[config.mk]
export PLATFORM = sky130hd
export DESIGN_NAME = rf_wr_port_arbiter_flat
export DESIGN_NICKNAME = d
export VERILOG_FILES = /design/src/rtl/rf_pkg.sv /design/src/rtl/rf_wr_port_arbiter_if.sv /design/src/rtl/rf_wr_fifo.sv /design/src/rtl/rf_wr_port_arbiter.sv /design/src/flat_wrapper.sv
export SDC_FILE = /design/constraint.sdc
export NUM_CORES = 1
export LEC_CHECK = 0
export ABC_AREA = 1
export BUFFER_PORTS_ARGS = -buffer_cell sky130_fd_sc_hd__buf_2
export CAP_MARGIN = 25
export CORE_ASPECT_RATIO = 1.2
export CORE_MARGIN = 2
export CORE_UTILIZATION = 50
export DETAILED_ROUTE_END_ITERATION = 6
export PLACE_DENSITY = 0.79
export RECOVER_POWER = 100
export SETUP_SLACK_MARGIN = 0.3
export SYNTH_ARGS = -nofsm -noshare
export SYNTH_HDL_FRONTEND = slang
export SYNTH_HIERARCHICAL = 1
export SYNTH_SLANG_ARGS = --single-unit
[constraint.sdc]
create_clock -name clk -period 2.6 [get_ports clk]
set_input_delay 0.52 -clock clk [delete_from_list [all_inputs] [get_ports clk]]
set_output_delay 0.52 -clock clk [all_outputs]
set_load 0.05 [all_outputs]
[src/rtl/rf_pkg.sv]
// Register-file constants and write-port arbitration defaults shared across the RF slice.
// Latency: none (declarations only).
// Backpressure: n/a.
package rf_pkg;

    localparam int RF_ADDR_W = 4;
    localparam int RF_DATA_W = 16;

    // Register written by call instructions with the return address.
    localparam logic [RF_ADDR_W-1:0] LINK_REG = 4'd15;

    // Default secondary queue size and starvation limit for the write-port arbiter.
    localparam int ARB_DEPTH    = 2;
    localparam int ARB_MAX_WAIT = 4;

    // Which requester owns the RF write port in a given cycle.
    typedef enum logic [1:0] {
        GNT_NONE = 2'd0,
        GNT_WB   = 2'd1,
        GNT_SEC  = 2'd2
    } grant_e;

endpackage

[src/rtl/rf_wr_port_arbiter_if.sv]
// Bundle of the pipeline WB request, secondary write request and RF write port signals.
// Latency: none (wiring only).
// Backpressure: secondary side uses sec_vld/sec_rdy; pipeline side is frozen by stall_wb.
interface rf_wr_port_arbiter_if
    import rf_pkg::*;
#(
    parameter int ADDR_W = RF_ADDR_W,
    parameter int DATA_W = RF_DATA_W
);

    logic                   wb_we;
    logic [ADDR_W-1:0]      wb_addr;
    logic [DATA_W-1:0]      wb_data;
    logic                   sec_vld;
    logic [ADDR_W-1:0]      sec_addr;
    logic [DATA_W-1:0]      sec_data;
    logic                   sec_rdy;
    logic                   rf_we;
    logic [ADDR_W-1:0]      rf_waddr;
    logic [DATA_W-1:0]      rf_wdata;
    logic                   stall_wb;
    logic [(1<<ADDR_W)-1:0] pend_mask;

    // Requesters / RF / hazard unit side.
    modport master (
        output wb_we, wb_addr, wb_data, sec_vld, sec_addr, sec_data,
        input  sec_rdy, rf_we, rf_waddr, rf_wdata, stall_wb, pend_mask
    );

    // Arbiter side.
    modport slave (
        input  wb_we, wb_addr, wb_data, sec_vld, sec_addr, sec_data,
        output sec_rdy, rf_we, rf_waddr, rf_wdata, stall_wb, pend_mask
    );

endinterface

[src/rtl/rf_wr_fifo.sv]
// Small circular queue of pending secondary RF writes, exposing every valid entry's address.
// Latency: entry visible at the head the cycle after push; no bypass.
// Backpressure: push ignored while full, pop ignored while empty.
module rf_wr_fifo #(
    parameter int ADDR_W = 4,
    parameter int DATA_W = 16,
    parameter int DEPTH  = 2
) (
    input  logic                         clk,
    input  logic                         rst,
    input  logic                         push,
    input  logic [ADDR_W-1:0]            push_addr,
    input  logic [DATA_W-1:0]            push_data,
    input  logic                         pop,
    output logic                         full,
    output logic                         empty,
    output logic [ADDR_W-1:0]            head_addr,
    output logic [DATA_W-1:0]            head_data,
    output logic [DEPTH-1:0]             entry_vld,
    output logic [DEPTH-1:0][ADDR_W-1:0] entry_addr
);

    localparam int PTR_W = $clog2(DEPTH);

    logic [PTR_W-1:0]             wr_ptr;
    logic [PTR_W-1:0]             rd_ptr;
    logic [DEPTH-1:0]             vld;
    logic [DEPTH-1:0][ADDR_W-1:0] addr_mem;
    logic [DATA_W-1:0]            data_mem [DEPTH];
    logic                         do_push;
    logic                         do_pop;

    // Per-slot valid bits make full/empty and the pending mask trivial.
    assign full    = &vld;
    assign empty   = ~|vld;
    assign do_push = push & ~full;
    assign do_pop  = pop & ~empty;

    assign head_addr  = addr_mem[rd_ptr];
    assign head_data  = data_mem[rd_ptr];
    assign entry_vld  = vld;
    assign entry_addr = addr_mem;

    // Occupancy and pointers; DEPTH is a power of two so pointers wrap naturally.
    always_ff @(posedge clk or posedge rst) begin
        if (rst) begin
            wr_ptr <= '0;
            rd_ptr <= '0;
            vld    <= '0;
        end else begin
            if (do_pop) begin
                vld[rd_ptr] <= 1'b0;
                rd_ptr      <= rd_ptr + 1'b1;
            end
            if (do_push) begin
                vld[wr_ptr] <= 1'b1;
                wr_ptr      <= wr_ptr + 1'b1;
            end
        end
    end

    // Payload storage; contents are only meaningful where the valid bit is set.
    always_ff @(posedge clk) begin
        if (do_push) begin
            addr_mem[wr_ptr] <= push_addr;
            data_mem[wr_ptr] <= push_data;
        end
    end

endmodule

[src/rtl/rf_wr_port_arbiter.sv]
// Shares the RF write port between the WB stage (priority) and a queued secondary requester.
// Latency: grant registered onto rf_* one cycle later; secondary entries never bypass the queue.
// Backpressure: sec_rdy = !full; a starved queue head forces a one-cycle stall_wb pulse.
module rf_wr_port_arbiter
    import rf_pkg::*;
#(
    parameter int DATA_W   = RF_DATA_W,
    parameter int ADDR_W   = RF_ADDR_W,
    parameter int DEPTH    = ARB_DEPTH,
    parameter int MAX_WAIT = ARB_MAX_WAIT
) (
    input  logic                clk,
    input  logic                rst,
    rf_wr_port_arbiter_if.slave bus
);

    localparam int NREG   = 1 << ADDR_W;
    localparam int WAIT_W = (MAX_WAIT > 1) ? $clog2(MAX_WAIT) : 1;
    localparam logic [WAIT_W-1:0] WAIT_LAST = WAIT_W'(MAX_WAIT - 1);

    logic                         fifo_full;
    logic                         fifo_empty;
    logic [ADDR_W-1:0]            head_addr;
    logic [DATA_W-1:0]            head_data;
    logic [DEPTH-1:0]             entry_vld;
    logic [DEPTH-1:0][ADDR_W-1:0] entry_addr;
    logic                         push;
    logic                         pop;

    grant_e                       grant;
    logic                         head_blocked;
    logic [WAIT_W-1:0]            wait_cnt;
    logic [WAIT_W-1:0]            wait_nxt;
    logic                         stall_nxt;

    logic                         rf_we_q;
    logic [ADDR_W-1:0]            rf_waddr_q;
    logic [DATA_W-1:0]            rf_wdata_q;
    logic                         stall_wb_q;
    logic [NREG-1:0]              pend;

    assign push = bus.sec_vld & ~fifo_full;
    assign pop  = (grant == GNT_SEC);

    rf_wr_fifo #(
        .ADDR_W (ADDR_W),
        .DATA_W (DATA_W),
        .DEPTH  (DEPTH)
    ) u_fifo (
        .clk        (clk),
        .rst        (rst),
        .push       (push),
        .push_addr  (bus.sec_addr),
        .push_data  (bus.sec_data),
        .pop        (pop),
        .full       (fifo_full),
        .empty      (fifo_empty),
        .head_addr  (head_addr),
        .head_data  (head_data),
        .entry_vld  (entry_vld),
        .entry_addr (entry_addr)
    );

    // Port owner this cycle: a forced stall hands the slot to the queue head, else WB wins.
    always_comb begin
        grant = GNT_NONE;
        if (stall_wb_q && !fifo_empty) begin
            grant = GNT_SEC;
        end else if (bus.wb_we) begin
            grant = GNT_WB;
        end else if (!fifo_empty) begin
            grant = GNT_SEC;
        end
    end

    // Starvation tracking: count consecutive cycles the head loses to WB, stall on the last one.
    always_comb begin
        wait_nxt     = '0;
        stall_nxt    = 1'b0;
        head_blocked = !fifo_empty && bus.wb_we && !pop;
        if (head_blocked) begin
            if (wait_cnt == WAIT_LAST) begin
                stall_nxt = 1'b1;
            end else begin
                wait_nxt = wait_cnt + 1'b1;
            end
        end
    end

    // Registered write port, stall pulse and wait counter; address/data hold when idle.
    always_ff @(posedge clk or posedge rst) begin
        if (rst) begin
            rf_we_q    <= 1'b0;
            rf_waddr_q <= '0;
            rf_wdata_q <= '0;
            stall_wb_q <= 1'b0;
            wait_cnt   <= '0;
        end else begin
            rf_we_q    <= (grant != GNT_NONE);
            stall_wb_q <= stall_nxt;
            wait_cnt   <= wait_nxt;
            if (grant == GNT_WB) begin
                rf_waddr_q <= bus.wb_addr;
                rf_wdata_q <= bus.wb_data;
            end else if (grant == GNT_SEC) begin
                rf_waddr_q <= head_addr;
                rf_wdata_q <= head_data;
            end
        end
    end

    // Hazard mask: one bit per register targeted by any still-queued entry.
    always_comb begin
        pend = '0;
        for (int i = 0; i < DEPTH; i++) begin
            if (entry_vld[i]) begin
                pend[entry_addr[i]] = 1'b1;
            end
        end
    end

    assign bus.sec_rdy   = ~fifo_full;
    assign bus.rf_we     = rf_we_q;
    assign bus.rf_waddr  = rf_waddr_q;
    assign bus.rf_wdata  = rf_wdata_q;
    assign bus.stall_wb  = stall_wb_q;
    assign bus.pend_mask = pend;

endmodule
[src/flat_wrapper.sv]
// flat-port wrapper written by rule: the top's interface ports become plain ports
module rf_wr_port_arbiter_flat import rf_pkg::*;
#(
    parameter int DATA_W   = RF_DATA_W,
    parameter int ADDR_W   = RF_ADDR_W,
    parameter int DEPTH    = ARB_DEPTH,
    parameter int MAX_WAIT = ARB_MAX_WAIT
)
  (clk, rst, bus_wb_we, bus_wb_addr, bus_wb_data, bus_sec_vld, bus_sec_addr, bus_sec_data, bus_sec_rdy, bus_rf_we, bus_rf_waddr, bus_rf_wdata, bus_stall_wb, bus_pend_mask);
  rf_wr_port_arbiter_if #(.ADDR_W(ADDR_W), .DATA_W(DATA_W)) bus_i ();
  input  logic clk;
  input  logic rst;
  input wire logic [$bits(bus_i.wb_we)-1:0] bus_wb_we;
  input wire logic [$bits(bus_i.wb_addr)-1:0] bus_wb_addr;
  input wire logic [$bits(bus_i.wb_data)-1:0] bus_wb_data;
  input wire logic [$bits(bus_i.sec_vld)-1:0] bus_sec_vld;
  input wire logic [$bits(bus_i.sec_addr)-1:0] bus_sec_addr;
  input wire logic [$bits(bus_i.sec_data)-1:0] bus_sec_data;
  output wire logic [$bits(bus_i.sec_rdy)-1:0] bus_sec_rdy;
  output wire logic [$bits(bus_i.rf_we)-1:0] bus_rf_we;
  output wire logic [$bits(bus_i.rf_waddr)-1:0] bus_rf_waddr;
  output wire logic [$bits(bus_i.rf_wdata)-1:0] bus_rf_wdata;
  output wire logic [$bits(bus_i.stall_wb)-1:0] bus_stall_wb;
  output wire logic [$bits(bus_i.pend_mask)-1:0] bus_pend_mask;
  assign bus_i.wb_we = bus_wb_we;
  assign bus_i.wb_addr = bus_wb_addr;
  assign bus_i.wb_data = bus_wb_data;
  assign bus_i.sec_vld = bus_sec_vld;
  assign bus_i.sec_addr = bus_sec_addr;
  assign bus_i.sec_data = bus_sec_data;
  assign bus_sec_rdy = bus_i.sec_rdy;
  assign bus_rf_we = bus_i.rf_we;
  assign bus_rf_waddr = bus_i.rf_waddr;
  assign bus_rf_wdata = bus_i.rf_wdata;
  assign bus_stall_wb = bus_i.stall_wb;
  assign bus_pend_mask = bus_i.pend_mask;
  rf_wr_port_arbiter #(.DATA_W(DATA_W), .ADDR_W(ADDR_W), .DEPTH(DEPTH), .MAX_WAIT(MAX_WAIT)) u_core (.clk(clk), .rst(rst), .bus(bus_i));
endmodule
# ---- After elaboration in Yosys (flattened, before gate mapping)
# Memory sizes are Yosys's and may differ from the RTL's.
# Index checks and enable logic that the tools add are counted.
dict set report totals {
  ram_bits 32
  out_inout_bits 39
  elab_cells 75
  memories 1
  regBits 36
}
# memory depth word_bits read_ports rd_clocked_by_memory_dff wr line_no
set mem_list {}
lappend mem_list {u_core.u_fifo.data_mem 2 16 1 0 1 rf_wr_fifo.sv:29} ;# logic [DATA_W-1:0] data_mem [DEPTH];
dict set report classes {
  bitwise_logic 8
  n_eq_ne 3
  n_mux 30
  n_addsub 3
  magnitude_cmp 8
  reduce_logical 12
}
# cell count
set ops {}
lappend ops {{two-way mux 16 bit} 4}
lappend ops {{two-way mux 4 bit} 5}
lappend ops {{bitwise OR 16 bit} 1}
lappend ops {{two-way mux 2 bit} 7}
lappend ops {{less-than comparator 4 x 5 -> 1 bit, second input constant} 2}
lappend ops {{bitwise mux 8 bit} 1}
lappend ops {{demux 1 bit (select 4 bit)} 2}
lappend ops {{greater-or-equal comparator 4 x 1 -> 1 bit, second input constant} 2}
lappend ops {{two-way mux 1 bit} 8}
lappend ops {{logical AND 1 bit} 7}
lappend ops {{demux 4 bit (select 1 bit)} 1}
lappend ops {{equality test 2 bit, second input constant} 2}
lappend ops {{less-than comparator 1 x 2 -> 1 bit, second input constant} 2}
lappend ops {{nonzero test 2 bit} 2}
lappend ops {{bitwise AND 1 bit} 3}
lappend ops {{adder 1 bit, second input constant} 2}
lappend ops {{adder 2 x 1 -> 2 bit, second input constant} 1}
lappend ops {{bitwise AND 2 bit} 1}
lappend ops {{demux 1 bit (select 1 bit)} 2}
lappend ops {{equality test 2 x 1 -> 1 bit, second input constant} 1}
lappend ops {{greater-or-equal comparator 1 bit, second input constant} 2}
lappend ops {{NOT 2 bit} 1}
lappend ops {{bitwise OR 2 bit} 1}
lappend ops {{AND reduction 2 bit} 1}
lappend ops {{other kinds (3)} 3}

# ---- Logic depth before layout (Yosys ltp)
dict set report depth {
  depth_word 9
  ltp_mapped 10
}

# ---- Modules after synthesis
# Netlist, hierarchy kept.
# mod seq_area_each_um2 instances area_per_inst_um2 cells_each
set modules_own_cells {}
lappend modules_own_cells {rf_wr_port_arbiter 600.6 1 1704.1 268}
lappend modules_own_cells {rf_wr_fifo 1301.2 1 1659.1 132}

# ---- Worst setup path before layout
# OpenSTA, ideal clock, no wires.
dict set report synth_timing {
  kind {reg-to-output}
  from {register u_core.u_fifo.addr_mem (netlist bit u_core/u_fifo/entry_addr[4])}
  to {output port bus_pend_mask[10]}
  setup_slack_ns 0.325
  t_required_ns 2.080
  stages_incl_launch_ff 4
  path_buffers 0
  arrival_time_ns 1.755
  path_cell_list {edfxtp_1 -> nor2_1 -> nand2_1 -> o21ai_0}
}
dict set report synth_between {
  elab_chain_cells 6
  elab_cells_between_ends 7
  cone_classes {2 x order compare; 3 x mux; 1 x bitwise; 1 x reduce/logical}
}
# element line_no
set synth_lines {}
lappend synth_lines {{from (decl)} rf_wr_fifo.sv:28} ;# logic [DEPTH-1:0][ADDR_W-1:0] addr_mem;
lappend synth_lines {{from (signal, indexed assignment)} rf_wr_fifo.sv:65} ;# addr_mem[wr_ptr] <= push_addr;
lappend synth_lines {{less-than comparator 4 x 5 -> 1 bit (implied by the code) / greater-or-equal comparator 4 x 1 -> 1 bit (equally long branches)} rf_wr_port_arbiter.sv:117} ;# pend[entry_addr[i]] = 1'b1;
lappend synth_lines {{logical AND 1 bit (implied by the code)} rf_wr_port_arbiter.sv:117}
lappend synth_lines {{two-way mux 1 bit (implied by the code)} rf_wr_port_arbiter.sv:117}
lappend synth_lines {{demux 1 bit (select 4 bit) (*)} n/a}
lappend synth_lines {{bitwise OR 16 bit (no line) (*)} n/a}
lappend synth_lines {{two-way mux 16 bit (*)} rf_wr_port_arbiter.sv:116} ;# if (entry_vld[i]) begin
lappend synth_lines {{to (decl)} flat_wrapper.sv:24} ;# output wire logic [$bits(bus_i.pend_mask)-1:0] bus_pend_mask;
# Mark *: on every way between the ends. The rest lies on a longest branch, timed or not.

# ---- Final worst setup path
dict set report layout_timing {
  from {register u_core.u_fifo.vld[0] (netlist: u_core/u_fifo/entry_vld[0])}
  to {output port bus_pend_mask[1]}
}
dict set report layout_between {
  elab_chain_cells 3
}
# element line_no
set layout_lines {}
lappend layout_lines {{from (decl)} rf_wr_fifo.sv:27} ;# logic [DEPTH-1:0] vld;
lappend layout_lines {{from (signal assigned)} rf_wr_fifo.sv:49} ;# vld <= '0;
lappend layout_lines {{from (signal, indexed assignment)} rf_wr_fifo.sv:52} ;# vld[rd_ptr] <= 1'b0;
lappend layout_lines {{from (signal, indexed assignment)} rf_wr_fifo.sv:56} ;# vld[wr_ptr] <= 1'b1;
lappend layout_lines {{two-way mux 16 bit (*)} rf_wr_port_arbiter.sv:116}
lappend layout_lines {{bitwise OR 16 bit (no line)} n/a}
lappend layout_lines {{two-way mux 16 bit (*)} rf_wr_port_arbiter.sv:116}
# Marks and branches as above.

==> metrics.cfg <==
[status]
status=complete, no violations

[logic_synthesis]
yosys.area_share.adder=0.00372
synth_simple_gate_area_frac=0.310
ys_warn_count=6
ys_top_cells_by_area=edfxtp_1, dfrtp_1, nand2_1, nand3_1, inv_1
syn_area_per_cell_sq_um=8.41
synth_compound_gate_area_share=0.0193
synthXorXnorAreaFrac=0
synthMuxAreaShare=0
synth.distinct_cells=18
synth_top_family_by_area=simple AND/OR/NAND/NOR gates
synth_nets=445
netlist_area_sq_um=3360
synthCells=400
synth_seq_area_share=0.565
yosys.area.top_type_share=0.357
ys_ff_latch=68
yosysTopAreaCell=edfxtp_1

[setup_path]
path_class=flop to output pin
crit_path_start_kind=flop
cp_slowest_cell=dfrtp_1
max_stage_delay_ns=0.48
path_max_fanout=9
worstReg2RegStart=u_core/u_fifo/entry_vld[1]
path_cells=nor3b_2 -> nand2_1 -> nand2_1 -> clkbuf_1
cp.required_ns=2.08
cp.arrival_ns=1.81
crit_start=u_core/u_fifo/entry_vld[0]
endpoint_kind=output pin
critPathMostFrequentCell=nand2_1

[drt]
wl_per_cell_um=12.6
drt_iter0_drc=207
ant_nets=0
via_count=2753
drt_wl_total_um=7170
drc_errors=0
vias_per_cell=4.84
firstDrtPassIters=4

[sta]
finClkSkew_ns=0.00971
period_share=0.896
hold_violations=0
setup_viol=0
slew_headroom=0.175
worstMarginPinSlew_ns=1.23
tns_ns=0
fmax_mhz=429
period_minus_slack_ns=2.33
grt_setup_unrepaired=yes
slew_viol_final=0

[flow_run]
cap_viol_max_count=0

[floorplan]
die_h_um=93.8
start_util=0.519
core-area_sq_um=6490
die_area_sq_um=7400
num_rows=32
io_pins=83
die_w_um=78.9

[clock_network]
clk_pin_slew_worst_paths_ns=0.07
clock_latency_ns=0.35
cts.sinks=68
htree_levels=3
postCtsSetupBuffers=0
clockBufferDepth=2
cts_hold_buffers=0
root_buffer=clkbuf_8
cts_inserted_buffers=9
cts_tree=built

[global_routing]
grt_pass1_wl_um=11300
track_usage=0.202
antenna_found_initial=0
first_global_vias=2428
overflow=0
grt_max_degree=26

[placement]
hpwl_um=5110
gp_congestion=0.834
portBuffers=82

[pwr]
powerDensity_nw_per_um2=1160
p_leak_nw=1.93
peakVddDrop_mv=0.724

[final_layout]
fill_cells=608
area_growth_pct=15.0
final_nets=524
post-route-util=0.596
antenna_cells=0
drive_gt1_frac=0.136

[worst_hold_path]
min_path_type=input pin to async pin

[kinds of logic (layout without fill, tap and decap cells)]
| logic type | Yosys count | count (layout) |
|---|---|---|
| AND/OR/NAND/NOR | 252 | 252 |
| flip-flops | 68 | 68 |
| AO/OA/AOI/OAI | 13 | 13 |
| adder cells (fa/ha/maj) | 1 | 1 |
| buffers and inverters | 66 | 150 |
[critical path: cells and delay by family, from the launching register on]
family        cells  cell delay [ns]
buf+inv           1             0.46
flops             1             0.48
simple gates      3             0.54
[synth_stat cells]
library cell and number:
nor2_2 1, o21ai_0 13, nand2_4 1, buf_4 6, nor2_1 15, dfrtp_1 28, buf_2 2, ha_1 1
inv_2 3, inv_1 46, edfxtp_1 40, nand2_1 182, nor3_2 1, nor2_4 1, nand2_2 2, nor3b_2 1
buf_6 9, nand3_1 48
[per-stage QoR]
step	hold WS [ns]	cells	total power [mW]	area, sq um	worst slack, ns
floorplan	0.286	400	3.32	3360	0.325
global placement	0.436	553	3.70	3750	0.804
detailed placement	0.438	553	3.73	3750	0.744
CTS	0.0682	569	4.57	3940	0.411
global route	0.0713	569	4.78	3870	0.147
finish	0.0563	569	4.49	3870	0.272
[cell usage in the layout (no fill, tap or decap), drive strengths merged]
master    Yosys  final
nor2         17     17
buf          17     38
edfxtp       40     40
clkinv        0      4
dfrtp        28     28
nand2       185    185
nor3b         1      1
inv          49     49
o21ai        13     13
ha            1      1
nor3          1      1
nand3        48     48
clkbuf        0     56
bufinv        0      1
clkinvlp      0      2
[sequential cells by signal, summed over array words and instances, names as in the netlist]
register / flops
u_core/u_fifo/entry_addr: 8
u_core/u_fifo/data_mem: 32
u_core/u_fifo/entry_vld: 2
u_core/wait_cnt: 2
u_core/u_fifo/wr_ptr: 1
u_core/bus.rf_we: 1
u_core/bus.rf_wdata: 16
u_core/bus.rf_waddr: 4
u_core/bus.stall_wb: 1
u_core/u_fifo/rd_ptr: 1
[power by group]
part | total, mW | internal, mW | switching (mW)
logic | 1.96 | 0.415 | 1.54
clock network | 0.839 | 0.437 | 0.402
registers | 1.69 | 1.51 | 0.180
total | 4.49 | 2.36 | 2.12
[final cells by class]
type | instances | area (sq um) | share of cell area
sequential | 68 | 1900 | 0.492
clock inverter | 7 | 67.6 | 0.0175
clock buffer | 9 | 124 | 0.0320
timing repair buffer | 85 | 378 | 0.0977
inverter | 49 | 184 | 0.0476
tap | 85 | 106 | 0.0275
multi-input combinational | 266 | 1110 | 0.286
[path summary, 6_finish.rpt]
| path | end | slack [ns] | cells past startpoint |
|---|---|---|---|
| min reg2reg | u_core/wait_cnt[0] | 0.44 | 1 |
| min | u_core/u_fifo/rd_ptr | 0.06 | 2 |
| min in group clk | u_core/u_fifo/data_mem[0][2] | 0.36 | 1 |
| max reg2reg | u_core/bus.rf_waddr[2] | 0.50 | 7 |
| max | bus_pend_mask[1] | 0.27 | 4 |
| max in group asynchronous | u_core/wait_cnt[0] | 1.71 | 2 |
[timing repair]
| action | 4_1_cts | 5_1_grt |
|---|---|---|
| endpoints found under the setup margin | 0 | 2 |
| gates resized for setup | 0 | 1 |
| hold endpoints to repair | 0 | 0 |
[per-layer routing]
layer	up-vias	wire length [um]	GRT usage
li1	1406	-	-
met1	1237	3200	0.280
met2	97	3370	0.308
met3	13	449	0.0423
met4	0	153	0.0905
met5	-	0	0
(Power assumes the default switching activity.)
